--- src/rtl/watchdog_multi_top.sv ---
// watchdog_multi_top: multi-channel windowed watchdog with AA/55-unlocked register writes.
// Define WD_PRESCALE_EN to divide the frame-counter tick by 2^PSW (reset hold stays in CLK cycles).
module watchdog_multi_top #(
  parameter int unsigned NCH = 4,
  parameter int unsigned DW  = 8,
  parameter int unsigned CHW = (NCH > 1) ? $clog2(NCH) : 1,
  parameter int unsigned PSW = 2
) (
  input  logic               CLK,
  input  logic               RST,
  input  logic [CHW+1:0]     ABUS,
  input  logic [DW-1:0]      DBUS,
  output logic [NCH-1:0]     RSTOUT,
  output logic [NCH-1:0]     WDFAIL,
  output logic [2*NCH-1:0]   FLSTAT,
  output logic               WINOPEN
);

  localparam int unsigned FW = 2 * NCH;
  localparam logic [1:0] REG_FRAME  = 2'b00;
  localparam logic [1:0] REG_SVC    = 2'b01;
  localparam logic [1:0] REG_CTRL   = 2'b10;
  localparam logic [1:0] REG_RSTLIM = 2'b11;
  localparam logic [DW-1:0] PAT_AA  = DW'(8'hAA);
  localparam logic [DW-1:0] PAT_55  = DW'(8'h55);

  typedef enum logic [1:0] {U_LOCKED, U_ARMED, U_WRITE} ustate_t;
  typedef enum logic [1:0] {C_IDLE, C_RUN, C_HOLD} cstate_t;

  ustate_t        ust_q, ust_d;
  logic [1:0]     wcnt_q, wcnt_d;
  logic           winopen_q, winopen_d;

  cstate_t        cst_q [NCH];
  cstate_t        cst_d [NCH];
  logic [DW-1:0]  frame_q [NCH];
  logic [DW-1:0]  frame_d [NCH];
  logic [DW-1:0]  svc_q [NCH];
  logic [DW-1:0]  svc_d [NCH];
  logic [DW-1:0]  rstlim_q [NCH];
  logic [DW-1:0]  rstlim_d [NCH];
  logic [DW-1:0]  cnt_q [NCH];
  logic [DW-1:0]  cnt_d [NCH];
  logic [DW-1:0]  rcnt_q [NCH];
  logic [DW-1:0]  rcnt_d [NCH];
  logic [NCH-1:0] kicked_q, kicked_d;
  logic [NCH-1:0] wdfail_q, wdfail_d;
  logic [NCH-1:0] rstout_q, rstout_d;
  logic [FW-1:0]  flstat_q, flstat_d;

  logic           wr_en;
  logic [1:0]     reg_sel;
  logic [CHW-1:0] ch_sel;
  logic [NCH-1:0] sel_c, init_c, kick_c, clr_c, win_c, kickn_c;
  logic [1:0]     code_c [NCH];
  logic           any_init;
  logic           tick;

  assign wr_en   = (ust_q == U_WRITE);
  assign reg_sel = ABUS[1:0];
  assign ch_sel  = ABUS[CHW+1:2];

  // Unlock sequencer: LOCKED -> ARMED (AA) -> WRITE (55) for exactly 4 cycles
  always_comb begin
    ust_d  = ust_q;
    wcnt_d = wcnt_q;
    case (ust_q)
      U_LOCKED: if (DBUS == PAT_AA && reg_sel == REG_FRAME) ust_d = U_ARMED;
      U_ARMED: begin
        if (DBUS == PAT_AA) begin
          ust_d = U_ARMED;
        end else if (DBUS == PAT_55 && reg_sel == REG_FRAME) begin
          ust_d  = U_WRITE;
          wcnt_d = 2'd0;
        end else begin
          ust_d = U_LOCKED;
        end
      end
      U_WRITE: begin
        wcnt_d = wcnt_q + 2'd1;
        if (wcnt_q == 2'd3) ust_d = U_LOCKED;
      end
      default: ust_d = U_LOCKED;
    endcase
    winopen_d = (ust_d == U_WRITE);
  end

  // Per-channel write decode; channel indices >= NCH never match
  always_comb begin
    for (int c = 0; c < NCH; c++) begin
      sel_c[c]  = wr_en && (ch_sel == CHW'(c));
      init_c[c] = sel_c[c] && (reg_sel == REG_CTRL) && DBUS[3];
      kick_c[c] = sel_c[c] && (reg_sel == REG_CTRL) && DBUS[2];
      clr_c[c]  = sel_c[c] && (reg_sel == REG_CTRL) && DBUS[0];
    end
    any_init = |init_c;
  end

`ifdef WD_PRESCALE_EN
  logic [PSW-1:0] psc_q, psc_d;

  // Shared frame-tick prescaler, restarted by any INIT strobe
  always_comb begin
    psc_d = any_init ? '0 : psc_q + PSW'(1);
  end

  // Prescaler register
  always_ff @(posedge CLK or negedge RST) begin
    if (!RST) psc_q <= '0;
    else      psc_q <= psc_d;
  end

  assign tick = &psc_q;
`else
  logic unused_psw;
  assign unused_psw = ^{any_init, PSW[0]};
  assign tick = 1'b1;
`endif

  // Channel FSMs: config writes, kick window checks, fail latching, reset hold
  always_comb begin
    flstat_d = flstat_q;
    for (int c = 0; c < NCH; c++) begin
      cst_d[c]    = cst_q[c];
      frame_d[c]  = frame_q[c];
      svc_d[c]    = svc_q[c];
      rstlim_d[c] = rstlim_q[c];
      cnt_d[c]    = cnt_q[c];
      rcnt_d[c]   = rcnt_q[c];
      kicked_d[c] = kicked_q[c];
      wdfail_d[c] = wdfail_q[c];
      code_c[c]   = 2'b00;
      kickn_c[c]  = kicked_q[c];
      win_c[c]    = (svc_q[c] >= frame_q[c]) || (cnt_q[c] >= frame_q[c] - svc_q[c]);

      if (sel_c[c] && reg_sel == REG_FRAME)  frame_d[c]  = DBUS;
      if (sel_c[c] && reg_sel == REG_SVC)    svc_d[c]    = DBUS;
      if (sel_c[c] && reg_sel == REG_RSTLIM) rstlim_d[c] = DBUS;

      if (clr_c[c]) begin
        wdfail_d[c]       = 1'b0;
        flstat_d[2*c +: 2] = 2'b00;
      end

      case (cst_q[c])
        C_IDLE: begin
          if (init_c[c] && frame_q[c] != '0) begin
            cst_d[c]    = C_RUN;
            cnt_d[c]    = '0;
            kicked_d[c] = 1'b0;
          end
        end
        C_RUN: begin
          if (init_c[c] && frame_q[c] != '0) begin
            cnt_d[c]    = '0;
            kicked_d[c] = 1'b0;
          end else begin
            if (kick_c[c]) begin
              if (!win_c[c])        code_c[c] = 2'b10;
              else if (kicked_q[c]) code_c[c] = 2'b11;
              else                  kickn_c[c] = 1'b1;
            end
            kicked_d[c] = kickn_c[c];
            if (code_c[c] == 2'b00 && tick) begin
              if (cnt_q[c] == frame_q[c] - DW'(1)) begin
                if (kickn_c[c]) begin
                  cnt_d[c]    = '0;
                  kicked_d[c] = 1'b0;
                end else begin
                  code_c[c] = 2'b01;
                end
              end else begin
                cnt_d[c] = cnt_q[c] + DW'(1);
              end
            end
            if (code_c[c] != 2'b00) begin
              wdfail_d[c] = 1'b1;
              if (!wdfail_q[c] || clr_c[c]) flstat_d[2*c +: 2] = code_c[c];
              rcnt_d[c]   = rstlim_q[c];
              cst_d[c]    = C_HOLD;
            end
          end
        end
        C_HOLD: begin
          if (rcnt_q[c] == '0) begin
            cst_d[c]    = C_RUN;
            cnt_d[c]    = '0;
            kicked_d[c] = 1'b0;
          end else begin
            rcnt_d[c] = rcnt_q[c] - DW'(1);
          end
        end
        default: cst_d[c] = C_IDLE;
      endcase
      rstout_d[c] = (cst_d[c] == C_HOLD);
    end
  end

  // State and output registers
  always_ff @(posedge CLK or negedge RST) begin
    if (!RST) begin
      ust_q     <= U_LOCKED;
      wcnt_q    <= 2'd0;
      winopen_q <= 1'b0;
      kicked_q  <= '0;
      wdfail_q  <= '0;
      rstout_q  <= '0;
      flstat_q  <= '0;
      for (int c = 0; c < NCH; c++) begin
        cst_q[c]    <= C_IDLE;
        frame_q[c]  <= '0;
        svc_q[c]    <= '0;
        rstlim_q[c] <= '0;
        cnt_q[c]    <= '0;
        rcnt_q[c]   <= '0;
      end
    end else begin
      ust_q     <= ust_d;
      wcnt_q    <= wcnt_d;
      winopen_q <= winopen_d;
      kicked_q  <= kicked_d;
      wdfail_q  <= wdfail_d;
      rstout_q  <= rstout_d;
      flstat_q  <= flstat_d;
      for (int c = 0; c < NCH; c++) begin
        cst_q[c]    <= cst_d[c];
        frame_q[c]  <= frame_d[c];
        svc_q[c]    <= svc_d[c];
        rstlim_q[c] <= rstlim_d[c];
        cnt_q[c]    <= cnt_d[c];
        rcnt_q[c]   <= rcnt_d[c];
      end
    end
  end

  assign RSTOUT  = rstout_q;
  assign WDFAIL  = wdfail_q;
  assign FLSTAT  = flstat_q;
  assign WINOPEN = winopen_q;

endmodule
--- config.mk ---
export PLATFORM = sky130hd
export DESIGN_NAME = watchdog_multi_top
export DESIGN_NICKNAME = d
export VERILOG_FILES = /design/src/rtl/watchdog_multi_top.sv
export SDC_FILE = /design/constraint.sdc
export NUM_CORES = 1
export LEC_CHECK = 0
export BUFFER_PORTS_ARGS = -buffer_cell sky130_fd_sc_hd__buf_2
export CAP_MARGIN = 30
export CORE_MARGIN = 2
export CORE_UTILIZATION = 45
export DETAILED_ROUTE_END_ITERATION = 10
export PLACE_DENSITY_LB_ADDON = 0.1
export SYNTH_ARGS = -nofsm -noshare
export SYNTH_HDL_FRONTEND = slang
export SYNTH_SLANG_ARGS = --single-unit
--- constraint.sdc ---
create_clock -name CLK -period 11 [get_ports CLK]
set_clock_uncertainty 0.2 [all_clocks]
set_input_delay 1.1 -clock CLK [delete_from_list [all_inputs] [get_ports CLK]]
set_output_delay 1.1 -clock CLK [all_outputs]
set_load 0.005 [all_outputs]
==> results_dict.tcl, run 1 <==
set metrics [dict create \
    cts_setup_buffers 0 \
    antenna_cells 0 \
    min_path_type "reg -> reg" \
    post_drt_wl_per_cell_um 17.6 \
    comb_power_share_pct 11.0 \
    swShare_pct 29.7 \
    ir_drop_v 0.0000985 \
    p_switching_mw 0.475 \
    worst_setup_path_start_kind "flop" \
    die_w_um 168 \
    cp.required_ns 11.13 \
    status "completed" \
    yosysUniqueCellTypes 85 \
    p_int_mw 1.13 \
    timing.final.hold_violations 0 \
    grt_pass1_wl_um 48400 \
    power.leakage_nw 6.27 \
    syn_to_final_growth_pct 8.87 \
    synthCells 1292 \
    fin_crit_ns 4.68 \
    grt_pass1_vias 9187 \
    cts_root_buf "clkbuf_16" \
    die-area_um2 28200 \
    clk_latency_ns 0.45 \
    ys_ff_latch 193 \
    cts-buffers-inserted 17 \
    coreArea_um2 26700 \
    cp-end-kind "flop" \
    timing.fmax_mhz 214 \
    grt_max_degree 88 \
    final_nets 1404 \
    avgViaCountPerCell 5.66 \
    power.density_nw_per_um2 122 \
    avgSynthCellArea_um2 9.37 \
    cts.clk_slew.worst_paths_ns 0.08 \
    tritoncts "built" \
    first_iter_violations 642 \
    syn_area_um2 12100 \
    cts-hold-fix-buffers 0 \
    relSlewSlack_pct 35.0 \
    post-route-util_pct 49.4 \
    setup_viol 0 \
    ys_async_sr_fraction_pct 100 \
    io_buffer_count 30 \
    rsz0062_at_grt "no" \
    critPathSlowestCell "o21ai_1" \
    cts_resized 0 \
    worst_pin_slew_ns 0.969 \
    timing.final.crit_share_pct 42.5 \
    gp_congestion 0.809 \
    layout-drive-gt1-share_pct 12.4 \
    overflow 0 \
    grt_antenna_before_repair 1 \
    dp_hpwl_um 20600 \
    io_pins 31 \
    cp_cell_sequence "ha_1 > nor2b_1 > o21ai_0 > a21oi_1 > o21ai_0 > nand2b_1 > a21o_1 > a21oi_1 > xor2_1 > ha_1 > o211ai_1 > nor3_1 > o21ai_0 > a21oi_1 > nor2_1 > o21ai_1 > nand2_1 > o221a_2" \
    drtPass1Iterations 5 \
    yosysWarningCount 0 \
    yosysSeqAreaShare_pct 39.9 \
    maxCapViolCount 0 \
    max-clock-path-buffers 2 \
    crit_path_max_fanout 14 \
    crit_arrival_ns 4.81 \
    critPathKind "reg -> reg" \
    finalWirelength_um 29100 \
    rows 60 \
    ys.flop_type "dfrtp_1" \
    grtUsageTotal_pct 21.4 \
    vias 9398 \
    clock-sinks 193 \
    synth-edff-count 0 \
    p_clk_share_pct 40.6 \
    die_y_um 168 \
    initial_core_util_pct 45.4 \
    drtAntennaViolNets 0 \
    p_seq_share_pct 48.3 \
    htree_levels 4 \
    drc 0 \
    drv_slew 0 \
    synth_nets 1391 \
    cpPeakStageDelay_ns 0.75 \
    final.setup.tns_ns 0 \
]
==> routing by layer <==
layer	track usage [%]	up-vias	part of all wire, %
li1	-	4660	-
met1	31.4	4599	51
met2	33.8	118	45
met3	2.87	19	2.8
met4	4.54	2	0.91
met5	0	-	0.024
==> cell type report <==
| class | instances | area [µm²] |
|---|---|---|
| Tap cell | 341 | 427 |
| Sequential cell | 193 | 4830 |
| Multi-Input combinational cell | 953 | 6710 |
| Timing Repair Buffer | 34 | 189 |
| Clock inverter | 15 | 200 |
| Fill cell | 2493 | 13500 |
| Inverter | 106 | 398 |
| Clock buffer | 17 | 425 |
==> synth_stat cells (all sizes together) (20+ instances only) <==
cell	number	area (µm²)
a21o	30	225
xnor2	41	359
nor2	65	244
nand2	122	463
nor3	30	155
inv	106	398
ha	81	1010
nand2b	33	206
mux2	70	788
clkbuf	31	118
dfrtp	193	4830
a21oi	64	324
nand3	48	250
xor2	20	175
o21ai	96	484
==> sequential cells by signal, summed over array words and instances, names as in the netlist <==
signal	count
RSTOUT	4
cnt_q	32
ust_q	2
kicked_q	4
svc_q	32
frame_q	32
cst_q	8
WINOPEN	1
rcnt_q	32
rstlim_q	32
wcnt_q	2
FLSTAT	8
WDFAIL	4
==> through the flow <==
step                      instances  hold WS (ns)  area, µm²  total power [mW]  worst slack (ns)
after floorplan                1292         0.254      12100             0.905              7.04
after global placement         1627         0.274      12600             0.964              6.36
after detailed placement       1627         0.278      12600             0.967              6.33
after CTS                      1659         0.300      13200              1.63              6.32
after global routing           1659         0.319      13200              1.68              5.73
final                          1659         0.296      13200              1.60              6.32
==> logic make-up (layout without fill, tap and decap cells) <==
logic type / Yosys count / in the layout / share of synthesized area (%)
adders and majority gates: 85 / 85 / 9.03
muxes: 77 / 77 / 7.09
xor gates and xnor gates: 63 / 63 / 4.79
DFF: 193 / 193 / 39.9
and+or+nand+nor: 410 / 410 / 17.4
buffers and inverters: 146 / 172 / 4.67
AOI/OAI and AO/OA: 318 / 318 / 17.1
==> critical path, delay by kind of cell, from the launching register on <==
| kind | cells | cell delay [ns] |
|---|---|---|
| compound gates | 10 | 2.36 |
| xor+xnor | 1 | 0.09 |
| fa+ha+maj | 2 | 0.63 |
| flops | 1 | 0.47 |
| simple gates | 5 | 0.83 |
==> power by group through the flow <==
stage               clock (mW)  combinational (mW)  sequential [mW]
floorplan                    0               0.127            0.778
global placement             0               0.176            0.788
detailed placement           0               0.179            0.788
CTS                      0.674               0.180            0.774
global route             0.699               0.205            0.780
finish                   0.652               0.177            0.775
==> final timing paths <==
path	from	end	slack, ns	cells after the start
min in group asynchronous	RST	rcnt_q[25]$_DFFE_PN0P_	0.51	1
max	frame_q[1]$_DFFE_PN0P_	rcnt_q[2]$_DFFE_PN0P_	6.32	18
min reg2reg	WDFAIL[1]$_DFF_PN0_	WDFAIL[1]$_DFF_PN0_	0.30	2
max in group asynchronous	RST	cnt_q[6]$_DFFE_PN0P_	8.82	2
max reg2reg	frame_q[1]$_DFFE_PN0P_	rcnt_q[2]$_DFFE_PN0P_	6.32	18
min	WDFAIL[1]$_DFF_PN0_	WDFAIL[1]$_DFF_PN0_	0.30	2
==> layout by cell type, fill, tap and decap left out, types with 17 or more instances in the layout <==
master     instances
ha_1              81
xnor2_1           41
nor2_1            65
nor3_1            29
inv_1            105
or3_1             19
nand2b_1          33
a21o_1            30
xor2_1            20
nand3_1           46
nand2_1          120
a21oi_1           63
dfrtp_1          193
o21ai_0           93
buf_2             29
clkbuf_16         17
mux2_2            70
Note: power is estimated with default switching activity, not from simulation.
==> run 2: changes to the inputs <==
ABC_AREA = 1   (was not set)
clock period = 4.9 ns   (was 11 ns; I/O delays follow)
==> run 2 against run 1 <==
Against the previous run: worst setup slack worse by 5.7 ns; non-clock buffer count unchanged; combinational power rose to 5.2 times the previous value; synthesized area up 4.6%; power rose to 2.6 times the previous value; via count up 17%.
==> results_dict.tcl, run 2 <==
set metrics [dict create \
    cts_root_buf "clkbuf_16" \
    worst_setup_path_start_kind "flop" \
    fin_crit_ns 4.26 \
    final_nets 1873 \
    layout_setup_ws_ns 0.635 \
    hold_ws_ns 0.260 \
    tritoncts "built" \
    synthCells 1754 \
    ys.flop_type "dfrtp_1" \
    finalWirelength_um 31100 \
    crit_top_cell "nand2_1" \
    rows 61 \
    ir_drop_v 0.000213 \
    multiInputGateArea_um2 6870 \
    synth_nets 1853 \
    gp_congestion 0.856 \
    ys_ff_latch 193 \
    grt_pass1_wl_um 52300 \
    yosysWarningCount 0 \
    stdcell_area_um2 13700 \
    drtAntennaViolNets 0 \
    ys_top_cells_by_area "dfrtp_1, nand2_1, ha_1" \
    min_path_type "in -> reg" \
    grt_max_degree 103 \
    crit_arrival_ns 4.43 \
    synth_compound_area_share_pct 10.1 \
    post-route-util_pct 49.6 \
    synth-edff-count 0 \
    drv_slew 0 \
    synth_adder_area_share_pct 8.64 \
    fillCellCount 2753 \
    max-clock-path-buffers 2 \
    muxShareOfSynthArea_pct 0 \
    io_buffer_count 30 \
    htree_levels 4 \
    drtPass1Iterations 7 \
    synth_most_common_cell "nand2_1" \
    path_buf_inv 0 \
    timing.final.crit_share_pct 87.0 \
    critPathKind "reg -> reg" \
    initial_core_util_pct 45.7 \
    yosysSeqAreaShare_pct 38.1 \
    maxCapViolCount 0 \
    die-area_um2 29500 \
    critPathTopFamily "simple AND/OR/NAND/NOR gates" \
    ys_async_sr_fraction_pct 100 \
    dp_hpwl_um 22300 \
    place_worst_setup_slack_ns 0.681 \
    worst_pin_slew_ns 0.929 \
    die_w_um 172 \
    clock-sinks 193 \
    drc 0 \
    overflow 0 \
    placed_area_um2 13200 \
    relSlewSlack_pct 37.9 \
    avgSynthCellArea_um2 7.22 \
    first_iter_violations 703 \
    cp.required_ns 5.07 \
    rsz0062_at_grt "no" \
    setup_viol 0 \
    synth.top_cell.area_share_pct 38.1 \
    clk_latency_ns 0.44 \
    coreArea_um2 27700 \
    timing.final.hold_violations 0 \
    yosysUniqueCellTypes 44 \
    avgViaCountPerCell 5.06 \
    grt_pass1_vias 10500 \
    synth_top_cell_by_area "dfrtp_1" \
    post_drt_wl_per_cell_um 14.4 \
    cp-end-kind "flop" \
    synth-xor-area-share_pct 4.15 \
    io_pins 31 \
    die_y_um 172 \
    cts-buffers-inserted 17 \
    most-common-layout-cells "nand2_1, inv_1, dfrtp_1, o21ai_0, nor2_1" \
    crit_path_max_fanout 20 \
    cts.clk_slew.worst_paths_ns 0.07 \
    layout-drive-gt1-share_pct 5.88 \
    vias 11000 \
    critPathSlowestCell "nand2_1" \
    grtUsageTotal_pct 22.3 \
    grt_antenna_before_repair 2 \
    timing.fmax_mhz 234 \
    final.setup.tns_ns 0 \
    layout.area.seq_um2 4830 \
    cp_cell_sequence "ha_1 > nand2_1 > o21ai_0 > a21oi_1 > o21ai_0 > nand2_1 > nand2_1 > a21oi_1 > xor2_1 > ha_1 > a21oi_1 > o21a_1 > nand3_1 > o21ai_0 > nand2_1 > nand2_1 > nand2_1 > nand2_8 > nand2_1 > nand2_1" \
    cpPeakStageDelay_ns 0.54 \
    syn_area_um2 12700 \
    final_common_cell "nand2_1" \
    power.density_nw_per_um2 300 \
    synth_top_family_by_area "simple AND/OR/NAND/NOR gates" \
    synthSimpleGateAreaFrac_pct 31.3 \
    netlist_top_cells_count "nand2_1, inv_1, dfrtp_1" \
    power.leakage_nw 7.18 \
    status "completed" \
    syn_to_final_growth_pct 8.56 \
]
[run 2: changes by cell type in the layout (fill, tap and decap cells not counted), sizes merged, moves of 14 or more]
| cell | previous run | this run |
|---|---|---|
| nand2 | 122 | 559 |
| inv | 114 | 224 |
| nor2 | 65 | 157 |
| nand3 | 48 | 137 |
| mux2 | 70 | 0 |
| o21ai | 96 | 165 |
| nand2b | 33 | 0 |
| a21o | 30 | 0 |
| xnor2 | 41 | 20 |
| or3 | 19 | 0 |
| nor2b | 15 | 0 |
| xor2 | 20 | 34 |
[run 2: layer usage]
layer / share of wire, % / routed length [µm] / global-route usage, % / vias up
li1: - / - / - / 5705
met1: 49 / 15300 / 30.3 / 5063
met2: 46 / 14300 / 37.2 / 148
met3: 3.3 / 1030 / 3.52 / 32
met4: 1.4 / 422 / 5.55 / 2
met5: 0.042 / 13 / 0 / -
[run 2: power breakdown]
| part | leakage (nW) | total [mW] | internal [mW] | switching (mW) |
|---|---|---|---|---|
| logic | 4.29 | 0.918 | 0.359 | 0.559 |
| clock network | 0.282 | 1.38 | 0.685 | 0.699 |
| registers | 2.61 | 1.82 | 1.68 | 0.144 |
[run 2: area by class of cell]
class	instances	area share [%]
inverters	215	5.87
flip-flops and latches	193	35.1
diodes	1	0.0182
repair buffers	34	1.48
clock inverters	14	0.865
well taps	378	3.44
multi-input cells	1313	50.0
clock buffers	18	3.20
[run 2: per-stage QoR]
| step | power [mW] | std cells |
|---|---|---|
| after floorplan | 2.49 | 1754 |
| after detailed placement | 2.77 | 2132 |
| after global routing | 4.40 | 2165 |
| after CTS | 4.17 | 2165 |
| after global placement | 2.75 | 2132 |
| final | 4.12 | 2166 |
[run 2: kinds of logic (layout without fill, tap and decap cells)]
kind of cell	count (synthesis)	count (layout)
simple gates	927	927
other cells	0	1
compound gates	245	245
fa+ha+maj	85	85
buf+inv	248	281
xor+xnor	56	56
flops	193	193
[run 2: repair_timing]
item                      in CTS  in global routing
buffers inserted               0                  0
gates resized for setup        0                  0
hold endpoints to repair      10                  0
hold buffers                   1                  0
[run 2: path summary, 6_finish.rpt]
path / to / slack [ns] / start / cells after the start
min in group asynchronous: rcnt_q[9]$_DFFE_PN0P_ / 0.51 / RST / 2
max in group asynchronous: rcnt_q[31]$_DFFE_PN0P_ / 2.99 / RST / 3
max: rcnt_q[5]$_DFFE_PN0P_ / 0.64 / frame_q[2]$_DFFE_PN0P_ / 20
min reg2reg: svc_q[18]$_DFFE_PN0P_ / 0.29 / svc_q[18]$_DFFE_PN0P_ / 2
min: ust_q[1]$_DFF_PN0_ / 0.26 / DBUS[7] / 4
max reg2reg: rcnt_q[5]$_DFFE_PN0P_ / 0.64 / frame_q[2]$_DFFE_PN0P_ / 20
[run 2: worst min-delay path: cells and delay by family]
kind	cells	cell delay, ns
buffers and inverters	1	0.11
and+or+nand+nor	2	0.17
AOI/OAI and AO/OA	1	0.09
